--- config.mk ---
export PLATFORM = sky130hd
export DESIGN_NAME = cnt_pwm_flat
export DESIGN_NICKNAME = d
export VERILOG_FILES = /design/src/rtl/cnt_pwm_if.sv /design/src/rtl/cnt_pwm.sv /design/src/flat_wrapper.sv
export SDC_FILE = /design/constraint.sdc
export NUM_CORES = 1
export LEC_CHECK = 0
export CAP_MARGIN = 10
export CORE_ASPECT_RATIO = 1.75
export CORE_MARGIN = 2
export CORE_UTILIZATION = 48
export CTS_BUF_LIST = sky130_fd_sc_hd__clkbuf_16
export DETAILED_ROUTE_END_ITERATION = 7
export GPL_ROUTABILITY_DRIVEN = 0
export MAX_ROUTING_LAYER = met4
export PLACE_DENSITY = 0.76
export SETUP_SLACK_MARGIN = 0.4
export SKIP_LAST_GASP = 1
export SYNTH_ARGS = -nofsm -noshare
export SYNTH_HDL_FRONTEND = slang
export SYNTH_SLANG_ARGS = --single-unit
--- constraint.sdc ---
create_clock -name clk -period 2.85 [get_ports clk]
set_input_delay 0.285 -clock clk [delete_from_list [all_inputs] [get_ports clk]]
set_output_delay 0.285 -clock clk [all_outputs]
set_load 0.005 [all_outputs]
--- src/rtl/cnt_pwm_if.sv ---
// -----------------------------------------------------------------------------
// cnt_pwm_if -- duty-update handshake between a duty requester and cnt_pwm.
//
// Signals
//   duty_in   requested PWM high time, in cycles per period (W bits)
//   duty_vld  duty_in is valid; the requester holds it until duty_rdy is seen
//   duty_rdy  cnt_pwm shadow register is free (no duty update pending)
//
// Modports
//   master  requester side: drives duty_in/duty_vld, observes duty_rdy
//   slave   cnt_pwm side:   observes duty_in/duty_vld, drives duty_rdy
// -----------------------------------------------------------------------------
interface cnt_pwm_if #(
   parameter int W = 8
);
   logic [W-1:0] duty_in;
   logic         duty_vld;
   logic         duty_rdy;

   modport master (
      output duty_in,
      output duty_vld,
      input  duty_rdy
   );

   modport slave (
      input  duty_in,
      input  duty_vld,
      output duty_rdy
   );
endinterface

--- src/rtl/cnt_pwm.sv ---
// -----------------------------------------------------------------------------
// cnt_pwm -- PWM generator framed by an upstream free-running W-bit counter.
//
// The block samples the upstream count every cycle, verifies that it steps by
// exactly one (modulo 2^W), locks onto the 255->0 style boundary to frame
// 2^W-cycle PWM periods, and drives a registered PWM output. The duty cycle is
// requested through a valid/ready port, held in a shadow register and only
// promoted to the active duty at a period boundary, so a period is never
// produced with a mixture of two duty values.
//
// Ports
//   clk        system clock, all state changes on the rising edge
//   res        asynchronous reset, active low
//   cnt        upstream count, valid every cycle
//   duty       duty handshake (cnt_pwm_if.slave): duty_in / duty_vld / duty_rdy
//   err_clr    single-cycle clear, honoured only while in the error state
//   pwm        registered PWM output
//   wrap       one-cycle pulse per detected period boundary
//   frame_cnt  number of periods completed while running (wraps mod 2^FW)
//   err        sticky count-sequence error
// -----------------------------------------------------------------------------
module cnt_pwm #(
   parameter int W  = 8,
   parameter int FW = 16
) (
   input  logic          clk,
   input  logic          res,
   input  logic [W-1:0]  cnt,
   cnt_pwm_if.slave      duty,
   input  logic          err_clr,
   output logic          pwm,
   output logic          wrap,
   output logic [FW-1:0] frame_cnt,
   output logic          err
);

   typedef enum logic [1:0] {
      SYNC = 2'd0,
      RUN  = 2'd1,
      ERR  = 2'd2
   } state_t;

   localparam logic [W-1:0] CNT_MAX  = '1;
   localparam logic [W-1:0] CNT_ZERO = '0;

   state_t       state;
   logic [W-1:0] cnt_d;
   logic         cnt_d_vld;
   logic [W-1:0] shadow;
   logic         pend;
   logic [W-1:0] duty_act;

   logic         wrap_hit;
   logic         seq_ok;
   logic         accept;
   logic         apply;
   logic [W-1:0] duty_eff;
   logic         pwm_next;

   // True when cur is the modulo-2^W successor of prev; the W-bit add wraps
   // on its own, so 255 -> 0 is a legal step.
   function automatic logic is_successor(input logic [W-1:0] cur,
                                         input logic [W-1:0] prev);
      return cur == W'(prev + W'(1));
   endfunction

   // ---- sample stage: decode the incoming count against the delayed copy ----
   assign wrap_hit = cnt_d_vld & (cnt == CNT_ZERO) & (cnt_d == CNT_MAX);
   assign seq_ok   = ~cnt_d_vld | is_successor(cnt, cnt_d);

   // A pending shadow value is promoted on the boundary cycle itself, so the
   // new duty already governs cnt=0 of the period it belongs to. An accept
   // can only happen with pend=0 and a promotion only with pend=1, so the two
   // never collide: a value accepted on a boundary waits for the next one.
   assign accept   = duty.duty_vld & ~pend;
   assign apply    = wrap_hit & pend & (state != ERR);
   assign duty_eff = apply ? shadow : duty_act;
   assign pwm_next = (cnt < duty_eff);

   assign duty.duty_rdy = ~pend;

   // ---- output stage: FSM, duty buffering and registered outputs ----
   always_ff @(posedge clk or negedge res) begin
      if (!res) begin
         state     <= SYNC;
         cnt_d     <= '0;
         cnt_d_vld <= 1'b0;
         shadow    <= '0;
         pend      <= 1'b0;
         duty_act  <= '0;
         pwm       <= 1'b0;
         wrap      <= 1'b0;
         frame_cnt <= '0;
         err       <= 1'b0;
      end else begin
         cnt_d     <= cnt;
         cnt_d_vld <= 1'b1;

         if (apply) begin
            duty_act <= shadow;
            pend     <= 1'b0;
         end
         if (accept) begin
            shadow <= duty.duty_in;
            pend   <= 1'b1;
         end

         case (state)
            SYNC: begin
               // Sequence errors are not tracked until the first boundary is
               // seen; that boundary starts a driven period but is not counted.
               wrap <= wrap_hit;
               if (wrap_hit) begin
                  state <= RUN;
                  pwm   <= pwm_next;
               end else begin
                  pwm <= 1'b0;
               end
            end

            RUN: begin
               if (!seq_ok) begin
                  state <= ERR;
                  err   <= 1'b1;
                  pwm   <= 1'b0;
                  wrap  <= 1'b0;
               end else begin
                  pwm  <= pwm_next;
                  wrap <= wrap_hit;
                  if (wrap_hit) begin
                     frame_cnt <= frame_cnt + FW'(1);
                  end
               end
            end

            ERR: begin
               pwm  <= 1'b0;
               wrap <= 1'b0;
               if (err_clr) begin
                  state     <= SYNC;
                  err       <= 1'b0;
                  frame_cnt <= '0;
               end
            end

            default: begin
               state <= SYNC;
               pwm   <= 1'b0;
               wrap  <= 1'b0;
            end
         endcase
      end
   end

endmodule
--- src/flat_wrapper.sv ---
// flat-port wrapper written by rule: the top's interface ports become plain ports
module cnt_pwm_flat 
#(
   parameter int W  = 8,
   parameter int FW = 16
)
  (clk, res, cnt, err_clr, pwm, wrap, frame_cnt, err, duty_duty_in, duty_duty_vld, duty_duty_rdy);
  cnt_pwm_if #(.W(W)) duty_i ();
  input  logic clk;
  input  logic res;
  input  logic [W-1:0] cnt;
  input  logic err_clr;
  output logic pwm;
  output logic wrap;
  output logic [FW-1:0] frame_cnt;
  output logic err;
  input wire logic [$bits(duty_i.duty_in)-1:0] duty_duty_in;
  input wire logic [$bits(duty_i.duty_vld)-1:0] duty_duty_vld;
  output wire logic [$bits(duty_i.duty_rdy)-1:0] duty_duty_rdy;
  assign duty_i.duty_in = duty_duty_in;
  assign duty_i.duty_vld = duty_duty_vld;
  assign duty_duty_rdy = duty_i.duty_rdy;
  cnt_pwm #(.W(W), .FW(FW)) u_core (.clk(clk), .res(res), .cnt(cnt), .duty(duty_i), .err_clr(err_clr), .pwm(pwm), .wrap(wrap), .frame_cnt(frame_cnt), .err(err));
endmodule
Yosys cells after proc, flatten, opt, wreduce, memory -nomap -nowiden. Index checks and enable logic that the tools add are counted.

Register bits: 47. Input port bits: 20. Output and inout bits: 20. Logic and storage cells: 57.

Add/sub/neg operators: 2. Magnitude comparators: 1. Equality and inequality tests: 10. Multiplexer cells: 19. Bitwise gates (word level): 8. Reduce and logical (&&, ||, !) cells: 7.

Operators with widths (number): $mux W16 (3); $pmux W16 S2 (1); $add A16 B1 Y16 const B (1); $add A8 B1 Y8 const B (1); $eq A8 B8 Y1 (1); $eq A8 B8 Y1 const B (1); $logic_not A8 Y1 (1); $lt A8 B8 Y1 (1); $mux W8 (1); $mux W1 (7); $mux W2 (3); $ne A2 B1 Y1 const B (3); $ne A2 B2 Y1 const B (3); $pmux W1 S2 (3); $pmux W2 S3 (1); $reduce_and A3 Y1 (2); $and A1 B1 Y1 (5); $reduce_and A4 Y1 (1); $reduce_bool A2 Y1 (2); $eq A2 B1 Y1 const B (1); $eq A2 B2 Y1 const B (1); $logic_not A2 Y1 (1); $not A1 Y1 (2); $or A1 B1 Y1 (1).

Longest topological paths before layout. Gate-level depths: netlist (run 1).

Word-level depth: 9. Mapped depth: 13. Mapped depth without buffers: 13.

Worst setup path after synthesis (run 1). Ideal clock, no wire load.

Kind: register -> register. From: register u_core.cnt_d[0]. To: register u_core.pwm. Library setup time: 0.095 ns. Arrival time: 2.639 ns. Required time: 2.755 ns. Setup slack: 0.116 ns. Cell stages (with the launch flop): 14. Buffers on the path: 0. Clock period less this slack: 2.734 ns. Cell sequence: dfrtp_1 > ha_1 > nand2_1 > nor2_1 > nand4_1 > nor3_4 > mux2_2 > inv_1 > ha_1 > a21oi_1 > nor2b_1 > o21ai_0 > nand2_1 > nor4b_2.

Cells in the longest elaborated chain, start to end: 8. Elaborated cells on any way between the ends: 12. Those cells by class: add/sub: 1; order compare: 1; eq/ne: 2; mux: 4; bitwise: 4.

Ends and longest elaborated chain: from (decl) (line cnt_pwm.sv:47) `logic [W-1:0] cnt_d;`; from (signal assigned) (line cnt_pwm.sv:96) `cnt_d <= cnt;`; $eq A8 B8 Y1 (*) (line cnt_pwm.sv:68) `assign wrap_hit = cnt_d_vld & (cnt == CNT_ZERO) & (cnt_d == CNT_MAX);`; $and A1 B1 Y1 (*) (line cnt_pwm.sv:68); $and A1 B1 Y1 (*) (2 in a row) (line cnt_pwm.sv:76) `assign apply = wrap_hit & pend & (state != ERR);`; $mux W8 (*) (line cnt_pwm.sv:77) `assign duty_eff = apply ? shadow : duty_act;`; via u_core.duty_eff[5] (line cnt_pwm.sv:57) `logic [W-1:0] duty_eff;`; $lt A8 B8 Y1 (*) (line cnt_pwm.sv:78) `assign pwm_next = (cnt < duty_eff);`; $mux W1 (on tied branches) (line cnt_pwm.sv:122, cnt_pwm.sv:113); $pmux W1 S2 (*) (line cnt_pwm.sv:108) `case (state)`; to (signal assigned) (line cnt_pwm.sv:115) `pwm <= pwm_next;`; to (signal assigned) (line cnt_pwm.sv:128) `pwm <= pwm_next;`; to (decl) (line cnt_pwm.sv:31) `output logic pwm,`.

The timed path passes the listed nets; every way through them passes the cells marked *. A chain may end at the register's enable or synchronous reset.

Final worst setup path (run 1).
From: register u_core.cnt_d[1]. To: register u_core.pwm.

Cells in the longest elaborated chain, start to end: 8. Elaborated cells on any way between the ends: 12. Those cells by class: add/sub: 1; order compare: 1; eq/ne: 2; mux: 4; bitwise: 4.

Ends and longest elaborated chain (line): $eq A8 B8 Y1 (cnt_pwm.sv:68); $and A1 B1 Y1 (cnt_pwm.sv:68); $and A1 B1 Y1 (2 in a row) (cnt_pwm.sv:76); $mux W8 (cnt_pwm.sv:77); $lt A8 B8 Y1 (cnt_pwm.sv:78); $mux W1 (on tied branches) (cnt_pwm.sv:122, cnt_pwm.sv:113); $pmux W1 S2 (*) (cnt_pwm.sv:108).

Every way passes the cells marked *; elsewhere a longest branch is shown, timed or not.

==> results of run 1 <==
[state kept, by name, indices dropped and copies added (netlist names)]
signal,cells
u_core.pwm,1
u_core.shadow,8
u_core.cnt_d_vld,1
u_core.wrap,1
u_core.state,2
u_core.err,1
u_core.pend,1
u_core.cnt_d,8
u_core.frame_cnt,16
u_core.duty_act,8
[worst max-delay path: stages (launching register included)]
cell and delay (ns):
dfrtp_2 0.39, ha_4 0.15, nand2_2 0.08, nor2_4 0.11, nand4_1 0.16, nor3_4 0.26, buf_6 0.14, buf_12 0.13
mux2i_4 0.26, ha_4 0.24, a21oi_2 0.13, nor2_1 0.07, nor2_1 0.10, nand2_1 0.08, nor4b_2 0.25
[Yosys cell counts, types with 4 or more instances]
cell,instances
dfrtp_1,47
nor2_1,13
nand2_1,15
o21ai_0,7
xnor2_1,6
nand3_1,11
a21oi_1,11
nor2b_1,4
nor4_1,6
nor3_1,6
o211ai_1,4
mux2_2,10
ha_1,9
inv_1,12
a31oi_1,8
mux2i_1,9
[metal layers]
| layer | track usage | part of all wire | up-vias |
|---|---|---|---|
| li1 | - | - | 1071 |
| met1 | 0.251 | 0.36 | 1197 |
| met2 | 0.433 | 0.57 | 85 |
| met3 | 0.0361 | 0.032 | 23 |
| met4 | 0.119 | 0.036 | 0 |
| met5 | - | 0 | - |
[timing repair]
action	CTS	global route
hold buffers	0	0
gates cloned	0	1
buffers inserted	7	8
endpoints found under the setup margin	9	20
pin swaps	6	23
resized for setup	10	52
endpoints found under the hold margin	0	0
[path summary, 6_finish.rpt]
kind,startpoint,endpoint,slack [ns],cells after the start
setup / recovery,u_core.cnt_d[1],u_core.pwm,0.20,14
min in group clk,cnt[2],u_core.cnt_d[2],0.30,2
max in group asynchronous,res,u_core.cnt_d[2],1.96,1
setup reg to reg,u_core.cnt_d[1],u_core.pwm,0.20,14
hold reg to reg,u_core.duty_act[2],u_core.duty_act[2],0.48,2
hold / removal,res,u_core.frame_cnt[13],0.18,1
[logic make-up (layout without fill, tap and decap cells)]
family / after synthesis / in the layout / synth area share
and+or+nand+nor: 86 / 86 / 0.203
xor gates and xnor gates: 7 / 7 / 0.0241
AOI/OAI and AO/OA: 58 / 59 / 0.160
adders and majority gates: 9 / 9 / 0.0443
buffers and inverters: 15 / 92 / 0.0246
other: 1 / 1 / 0.00147
muxes: 19 / 19 / 0.0797
DFF: 47 / 47 / 0.463
[per-stage QoR]
step | setup TNS [ns] | hold slack, ns | cell area, µm²
2_1_floorplan | 0 | -0.0106 | 2560
3_3_place_gp | -0.0210 | 0.468 | 3160
3_5_place_dp | -0.128 | 0.472 | 3160
4_1_cts | 0 | 0.229 | 3390
5_1_grt | 0 | 0.287 | 3760
6_report | 0 | 0.185 | 3760
[cell type report]
type                    count  area share
inverters                  12      0.0133
flip-flops and latches     47       0.314
clock inverters             2     0.00233
well taps                  55      0.0183
multi-input cells         181       0.440
repair buffers             73       0.179
clock buffers               5      0.0332
[power breakdown]
| group | internal [mW] | switching (mW) | total, mW | leakage (nW) |
|---|---|---|---|---|
| combinational | 0.0944 | 0.0968 | 0.191 | 0.917 |
| sequential | 0.690 | 0.0244 | 0.715 | 0.604 |
| clock | 0.315 | 0.235 | 0.551 | 0.0671 |
| total | 1.10 | 0.357 | 1.46 | 1.59 |
==> key figures, run 1 <==
Yosys
  – Synth area leaders: dfrtp_1 (46%), ha_1 (4.4%), mux2_2 (4.4%), mux2i_1 (3.5%), nand2_1 (2.2%)
  – Post-synthesis cell type count: slightly below 60
  – Top FF cell, synth: dfrtp_1
  – Count of state elements after synthesis: 47
  – Sequential share of the synthesized area: 0.463
  – Async SR Flop Fraction: 1.00
  – Yosys top cell area share: 0.463
  – Mean Syn Cell Area: 10.5 µm²
  – Area leader, netlist: dfrtp_1
  – Post-Syn Area: between 0.002 and 0.003 mm²
  – Mapped Cells: 242
  – Post-synthesis net count: 271
  – Number of synthesized flops with an enable pin: 0
  – Syn. warnings: 0

STA
  – Minimum clock period: between 2 and 3 ns
  – Slew margin rel.: 0.302
  – Pins Over Slew Limit: 0
  – Slack of the critical path: 0.195 ns
  – RSZ-0062 raised after global routing: true
  – Final hold vios: 0
  – Max Clock Freq: 377 MHz
  – Final Cycle Share: 0.932
  – Final setup fails: 0
  – Slew @ Worst Pin: 1.05 ns
  – Clock skew: approximately 0.0052 ns

GRT
  – Global-route wire length before repair: 10.7 mm
  – Number of global-route vias before repair: 2271
  – Initial antenna violation count: 0
  – GRT Util Overall: 0.243
  – Largest net degree at the start of global routing: 48
  – Global route overflow: 0

Power and ir drop
  – Pleak: 1.59 nW
  – Peak supply drop: 0.445 mV
  – PwrDens: 387 mW/mm²
  – Tot Pwr: between 1 and 1.5 mW

Routing
  – DR vias/cell: roughly 6.3
  – WL/cell: 19.6 µm
  – DRC errors left: 0
  – Starting DRC count in detailed routing: 224
  – Antenna-violating nets left: 0
  – Pre-antenna DRT Iters: 4
  – Total Wirelength: around 7.4 mm
  – Via count: approximately 2400

Layout
  – Commonest non-fill, non-tap cell in the layout: dfrtp_1
  – Nets: 349
  – Core Util, Final: 0.729
  – Commonest non-fill, non-tap cells in the layout: dfrtp_1 (43), clkdlybuf4s50_1 (33), buf_4 (31), nand2_1 (13), nor2_1 (12)
  – Fin cells: 375
  – Area grow syn2layout: 48.1%
  – Diodes inserted: 0
  – Fill count: 339
  – Multi-input gate area in the final layout: 0.00166 mm²
  – Register area: 0.00118 mm²
  – Layout cells sized above 1: 0.341

CTS
  – Clock Sinks: 47
  – H-tree levels: 2
  – Worst skew pair latency: 0.28 ns
  – Clk root buf: clkbuf_16
  – CTS tree: yes
  – Clock Path Buffers: 2
  – Clock-pin slew on the worst setup and hold paths: 0.06 ns
  – Total CTS buffers: 5

Placement
  – Dpl hpwl: 4.47 mm
  – Placement Setup Slack: -0.128 ns
  – Inst Count DP: between 300 and 400
  – PortBufs: 39

Run
  – MaxCap Viol Count: 0

Critical path
  – CP Max Fanout: 6
  – Crit path kind: reg -> reg
  – Arrival time at the worst endpoint: around 2.8 ns
  – Worst EP required: 3.03 ns
  – Worst setup SP type: register
  – CP endpoint kind: register

Floorplan
  – Die area: 0.00592 mm²
  – DIE HEIGHT: 100 µm
  – Core footprint: 0.00517 mm²
  – Ports: 40
  – Starting density of the core: 0.492
  – Die W: between 50 and 60 µm
  – Rows: 35

Worst hold path
  – Min-Delay Path Class: in -> async

Outcome
  – Outcome: completed
Note: power is estimated with default switching activity, not from simulation.
==> run 2, diff against run 1 <==
CORE_MARGIN = not set   (was 2)
==> run 2 against run 1 <==
Against the previous run:
- the run now ends with design-rule violations left
- setup slack got worse by 0.0060 ns
- final cell count increased by 1.3%
- clock power is 3.6% higher
- sequential share of layout area fell by 0.38 points
- sequential power hardly changed
- global-route usage up 0.71 points
- count of clock-buffer cells in the layout unchanged
- non-clock buffer count up 5
- largest cell class unchanged
==> key figures, run 2 (synthesized netlist as in run 1, its figures left out) <==
Outcome
  – Outcome: finished, violations left
  – Failing checks: design-rule violations

GRT
  – Global-route wire length before repair: 10.5 mm (-1.5%)
  – Initial antenna violation count: 0 (unchanged)
  – Global route overflow: 0 (unchanged)
  – Number of global-route vias before repair: 2333 (+2.7%)
  – GRT Util Overall: 0.250 (+0.00709)
  – Largest net degree at the start of global routing: 33 (-31%)

STA
  – Fin Setup TNS: 0 ns (unchanged)
  – Slew @ Worst Pin: 0.739 ns (-0.308 ns)
  – RSZ-0062 raised after global routing: true
  – Final hold vios: 0 (unchanged)
  – Final setup fails: 0 (unchanged)
  – Minimum clock period: 2.66 ns (+0.00605 ns)
  – Pins Over Slew Limit: 0 (unchanged)
  – Slew margin rel.: 0.508 (+0.205)
  – Clock skew: 0.00413 ns (-0.00104 ns)
  – Final Cycle Share: 0.934 (+0.00212)
  – Slack of the critical path: 0.189 ns (-0.00604 ns)
  – Max Clock Freq: 376 MHz (-0.23%)
  – Final worst hold slack: 0.0600 ns (-0.125 ns)

Power and ir drop
  – PwrDens: 387 mW/mm² (+0.12%)
  – Peak supply drop: 0.381 mV (-14%)
  – Pleak: 1.66 nW (+4.8%)

Floorplan
  – Rows: 34 (-2.9%)
  – DIE HEIGHT: 98.3 µm (-2.0%)
  – Core footprint: 0.00502 mm² (-2.9%)
  – Ports: 40 (unchanged)
  – Starting density of the core: 0.506 (+0.0145)
  – Die W: 57.0 µm (-3.4%)
  – Die area: 0.00560 mm² (-5.3%)

CTS
  – CTS tree: yes
  – Clock-pin slew on the worst setup and hold paths: 0.06 ns (about the same)
  – Clk root buf: clkbuf_16
  – Total CTS buffers: 5 (unchanged)
  – Worst skew pair latency: 0.29 ns (about the same)
  – Clock Sinks: 47 (unchanged)
  – Clock Path Buffers: 2 (unchanged)
  – CTS Hold Bufs: 0 (unchanged)
  – H-tree levels: 2 (unchanged)

Placement
  – PortBufs: 39 (unchanged)
  – Placement Setup Slack: -0.160 ns (-0.0320 ns)
  – Dpl hpwl: 4.62 mm (+3.3%)

Layout
  – Diodes inserted: 0 (unchanged)
  – Fill count: 327 (-3.5%)
  – Top reg by flops: u_core.frame_cnt
  – Core Util, Final: 0.758 (+0.0299)
  – Nets: 354 (+1.4%)
  – Register area: 0.00118 mm² (-0.11%)
  – Commonest non-fill, non-tap cell in the layout: dfrtp_1
  – Layout cells sized above 1: 0.353 (+0.0121)
  – Commonest non-fill, non-tap cells in the layout: dfrtp_1 (44), buf_4 (36), clkdlybuf4s50_1 (34), nand2_1 (13), nor2_1 (12)
  – Max reg flops: 16 (unchanged)
  – Multi-input gate area in the final layout: 0.00167 mm² (+0.98%)
  – Area grow syn2layout: 49.8%

Critical path
  – CP endpoint kind: register
  – Reg-to-Reg End: u_core.pwm
  – Worst EP required: 3.05 ns (+0.02 ns)
  – Slowest CP cell: clkdlybuf4s50_1
  – Crit-path cells: clkdlybuf4s50_1 -> nor4_4 -> nand4_1 -> nor3_4 -> buf_4 -> buf_4 -> mux2i_2 -> ha_1 -> o211ai_1 -> a211oi_1 -> nor4b_2
  – Arrival time at the worst endpoint: 2.86 ns (+0.03 ns)
  – Crit path kind: in -> reg
  – Top cell by count, worst path: buf_4
  – CP Max Fanout: 2 (-4)
  – Worst reg-to-reg path cell count: 11 (-3)
  – Worst setup SP type: input pin
  – R2r startpoint: u_core.cnt_d_vld
  – Reg2Reg Setup Slack: 0.20 ns (about the same)
  – Critical Path Max Stage Delay: 0.48 ns (+0.09 ns)

Routing
  – DRC errors left: 12 (+12)
  – Pre-antenna DRT Iters: 7 (+3)
  – Antenna-violating nets left: 0 (unchanged)
  – Via count: 2352 (-1.0%)
  – Total Wirelength: 7.14 mm (-3.0%)
  – WL/cell: 18.8 µm (-4.3%)
  – Starting DRC count in detailed routing: 146 (-35%)
  – DR vias/cell: 6.19 (-2.3%)

Run
  – MaxCap Viol Count: 0 (unchanged)

Worst hold path
  – Min-Delay Path Class: in -> async
-- run 2: what timing repair did --
| item | 4_1_cts | 5_1_grt |
|---|---|---|
| gates resized for setup | 19 | 41 |
| gates cloned | 0 | 1 |
| endpoints found under the setup margin | 8 | 20 |
| hold endpoints to repair | 0 | 0 |
| setup buffers | 10 | 7 |
| pin swaps | 9 | 26 |
-- run 2: cell type report --
type | instances | area share
Clock inverter | 3 | 0.00427
Tap cell | 54 | 0.0177
Sequential cell | 47 | 0.310
Clock buffer | 5 | 0.0329
Multi-Input combinational cell | 181 | 0.440
Timing Repair Buffer | 78 | 0.184
Inverter | 12 | 0.0118
-- run 2: routing by layer --
| layer | vias up | GRT usage | part of all wire |
|---|---|---|---|
| met5 | - | - | 0 |
| met4 | 0 | 0.128 | 0.047 |
| met3 | 32 | 0.0384 | 0.028 |
| met2 | 83 | 0.458 | 0.58 |
| met1 | 1160 | 0.247 | 0.34 |
| li1 | 1077 | - | - |
-- run 2: worst max-delay path: cells and delay by family --
kind	cells	cell delay, ns
simple gates	4	1.02
mux	1	0.24
fa+ha+maj	1	0.26
buf+inv	3	0.73
compound gates	2	0.32
-- run 2: through the flow --
stage	power (mW)	area (µm²)	instances
after floorplan	0.782	2560	242
after global placement	0.864	3170	354
after detailed placement	0.869	3170	354
after global routing	1.52	3810	380
after CTS	1.44	3490	372
final	1.48	3810	380
-- run 2: worst max-delay path by stage --
stage | start | endpoint | slack [ns] | depth (start not counted)
3_3_place_gp | cnt[6] | u_core.pwm | -0.09 | 12
2_1_floorplan | u_core.cnt_d[1] | u_core.pwm | 0.23 | 13
4_1_cts | u_core.cnt_d[6] | u_core.pwm | 0.31 | 12
5_1_grt | cnt[1] | u_core.pwm | 0.04 | 13
3_5_place_dp | cnt[6] | u_core.pwm | -0.16 | 12
6_report | cnt[1] | u_core.pwm | 0.19 | 11
-- run 2: report_power, final --
group | internal (mW) | switching [mW] | total, mW
clock | 0.320 | 0.250 | 0.571
sequential | 0.690 | 0.0231 | 0.713
combinational | 0.0967 | 0.0947 | 0.191
total | 1.11 | 0.368 | 1.48
==> run 3, diff against run 2 <==
CORE_UTILIZATION = 58   (was 48)
PLACE_DENSITY = 0.86   (was 0.76)
clock period = 3.3 ns   (was 2.85 ns; I/O delays follow)
==> run 3 against run 2 <==
Against the previous run:
- largest cell class unchanged
- clock power about the same
- core utilization increased by 2.4 points
- critical endpoint unchanged
- global-route usage increased by 5.6 points
- count of clock-buffer cells in the layout did not move
- the run now ends clean
- highest routed layer unchanged
- total power is 11% lower
- routed wire length decreased by 15%
- sequential power down 14%
==> key figures, run 3 (synthesized netlist as in run 1, its figures left out) <==
GRT
  – Largest net degree at the start of global routing: 48 (+45%)
  – Number of global-route vias before repair: 2279 (-2.3%)
  – Global-route wire length before repair: 10.1 mm (-4.4%)
  – GRT Util Overall: 0.306 (+0.0560)
  – Initial antenna violation count: 0 (unchanged)
  – Global route overflow: 0 (unchanged)

CTS
  – Total CTS buffers: 5 (unchanged)
  – CTS tree: yes
  – Clock Path Buffers: 2 (unchanged)
  – Clk root buf: clkbuf_16
  – Worst skew pair latency: 0.29 ns (about the same)
  – H-tree levels: 2 (unchanged)
  – Clock Sinks: 47 (unchanged)
  – Clock-pin slew on the worst setup and hold paths: 0.06 ns (about the same)

Layout
  – Diodes inserted: 0 (unchanged)
  – Layout cells sized above 1: 0.183 (-0.170)
  – Register area: 0.00118 mm² (+0.11%)
  – Fin cells: 344 (-9.5%)
  – Top reg by flops: u_core.frame_cnt
  – Commonest non-fill, non-tap cell in the layout: dfrtp_1
  – Fill count: 260 (-20%)
  – Commonest non-fill, non-tap cells in the layout: dfrtp_1 (43), clkdlybuf4s50_1 (37), nand2_1 (15), nor2_1 (12)
  – Area grow syn2layout: 27.7%
  – Max reg flops: 16 (unchanged)
  – Nets: 323 (-8.8%)
  – Multi-input gate area in the final layout: 0.00134 mm² (-20%)

STA
  – RSZ-0062 raised after global routing: false
  – Fin Setup TNS: 0 ns (unchanged)
  – Final Cycle Share: 0.819
  – Minimum clock period: 2.70 ns
  – Clock skew: 0.00772 ns (+0.00359 ns)
  – Pins Over Slew Limit: 0 (unchanged)
  – Slack of the critical path: 0.596 ns (+0.407 ns)
  – Slew margin rel.: 0.314 (-0.193)
  – Max Clock Freq: 370 MHz
  – Final setup fails: 0 (unchanged)
  – Final hold vios: 0 (unchanged)
  – Slew @ Worst Pin: 1.03 ns (+0.290 ns)

Floorplan
  – Die W: 52.1 µm (-8.7%)
  – Core footprint: 0.00415 mm² (-17%)
  – Die area: 0.00466 mm² (-17%)
  – Ports: 40 (unchanged)
  – Rows: 31 (-8.8%)
  – DIE HEIGHT: 89.6 µm (-8.8%)
  – Starting density of the core: 0.613 (+0.106)

Routing
  – Highest Signal Layer: met4
  – DRC errors left: 0 (-12)
  – Via count: 2198 (-6.5%)
  – Starting DRC count in detailed routing: 55 (-62%)
  – Total Wirelength: 6.05 mm (-15%)
  – M1 wire length: 2.13 mm (-13%)
  – WL/cell: 17.6 µm (-6.5%)
  – Routed met3 length: 270 µm (+33%)
  – DR vias/cell: 6.39 (+3.2%)
  – Pre-antenna DRT Iters: 4 (-3)
  – Antenna-violating nets left: 0 (unchanged)
  – DR WL met2: 3.40 mm (-18%)

Critical path
  – Critical Path Max Stage Delay: 0.46 ns (-0.02 ns)
  – Arrival time at the worst endpoint: 2.90 ns (+0.04 ns)
  – CP Max Fanout: 3 (+1)
  – Crit path kind: in -> reg
  – Worst setup SP type: input pin
  – Worst EP required: 3.50 ns (+0.45 ns)
  – CP endpoint kind: register
  – Crit-path cells: clkdlybuf4s50_1 -> nor4_2 -> nand4_1 -> nor3_4 -> mux2_2 -> inv_1 -> ha_1 -> a21oi_2 -> nor2b_1 -> o21ai_0 -> nand2_1 -> nor4b_2
  – Slowest CP cell: clkdlybuf4s50_1

Worst hold path
  – Min-Delay Path Class: in -> async

Power and ir drop
  – Peak supply drop: 0.481 mV (+26%)
  – PwrDens: 403 mW/mm² (+3.9%)
  – Pleak: 1.38 nW (-17%)

Placement
  – Dpl hpwl: 4.35 mm (-5.8%)
  – Inst Count DP: 333 (-5.9%)
  – Placement Setup Slack: 0.0861 ns (+0.246 ns)
  – PortBufs: 39 (unchanged)

Outcome
  – Outcome: completed

Run
  – MaxCap Viol Count: 0 (unchanged)
-- run 3: through the flow --
stage          hold slack [ns]   util  power, mW  area, µm²
2_1_floorplan           0.0344      -      0.673       2540
3_3_place_gp             0.470  0.727      0.736       3020
5_1_grt                  0.304  0.782       1.36       3250
4_1_cts                  0.251  0.770       1.31       3200
6_report                 0.213  0.782       1.31       3250
3_5_place_dp             0.481  0.727      0.741       3020
-- run 3: where the power goes --
group	switching [mW]	total, mW	internal, mW	leakage, nW
clock network	0.213	0.570	0.357	0.0838
logic	0.0613	0.123	0.0621	0.694
registers	0.0179	0.614	0.596	0.604
-- run 3: worst paths after layout --
check                                  endpoint            startpoint  depth (start not counted)  slack [ns]
setup / recovery                     u_core.pwm                cnt[6]                         12        0.60
hold reg to reg            u_core.frame_cnt[11]  u_core.frame_cnt[11]                          1        0.50
hold / removal             u_core.frame_cnt[13]                   res                          1        0.21
min in group clk                u_core.cnt_d[7]                cnt[7]                          1        0.34
setup reg to reg                     u_core.pwm      u_core.cnt_d_vld                         12        0.62
max in group asynchronous       u_core.cnt_d[1]                   res                          1        2.39
-- run 3: critical path: cells and delay by family --
kind | cells | cell delay [ns]
buf+inv | 2 | 0.52
compound gates | 2 | 0.31
fa+ha+maj | 1 | 0.24
mux | 1 | 0.38
simple gates | 6 | 1.12
-- run 3: layer usage --
layer / GRT usage / up-vias
met5: - / -
met4: 0.167 / 0
met3: 0.0606 / 25
met2: 0.550 / 96
met1: 0.299 / 1063
li1: - / 1014
-- run 3: timing repair --
| action | CTS | global route |
|---|---|---|
| pin swaps | 1 | 2 |
| buffers inserted | 1 | 2 |
| hold buffers | 0 | 0 |
| setup endpoints to repair | 1 | 10 |
| resized for setup | 1 | 11 |
-- run 3: layout make-up --
type | instances | share of cell area
Inverter | 12 | 0.0139
Timing Repair Buffer | 48 | 0.140
Multi-Input combinational cell | 180 | 0.411
Sequential cell | 47 | 0.364
Clock inverter | 3 | 0.0135
Tap cell | 49 | 0.0189
Clock buffer | 5 | 0.0385
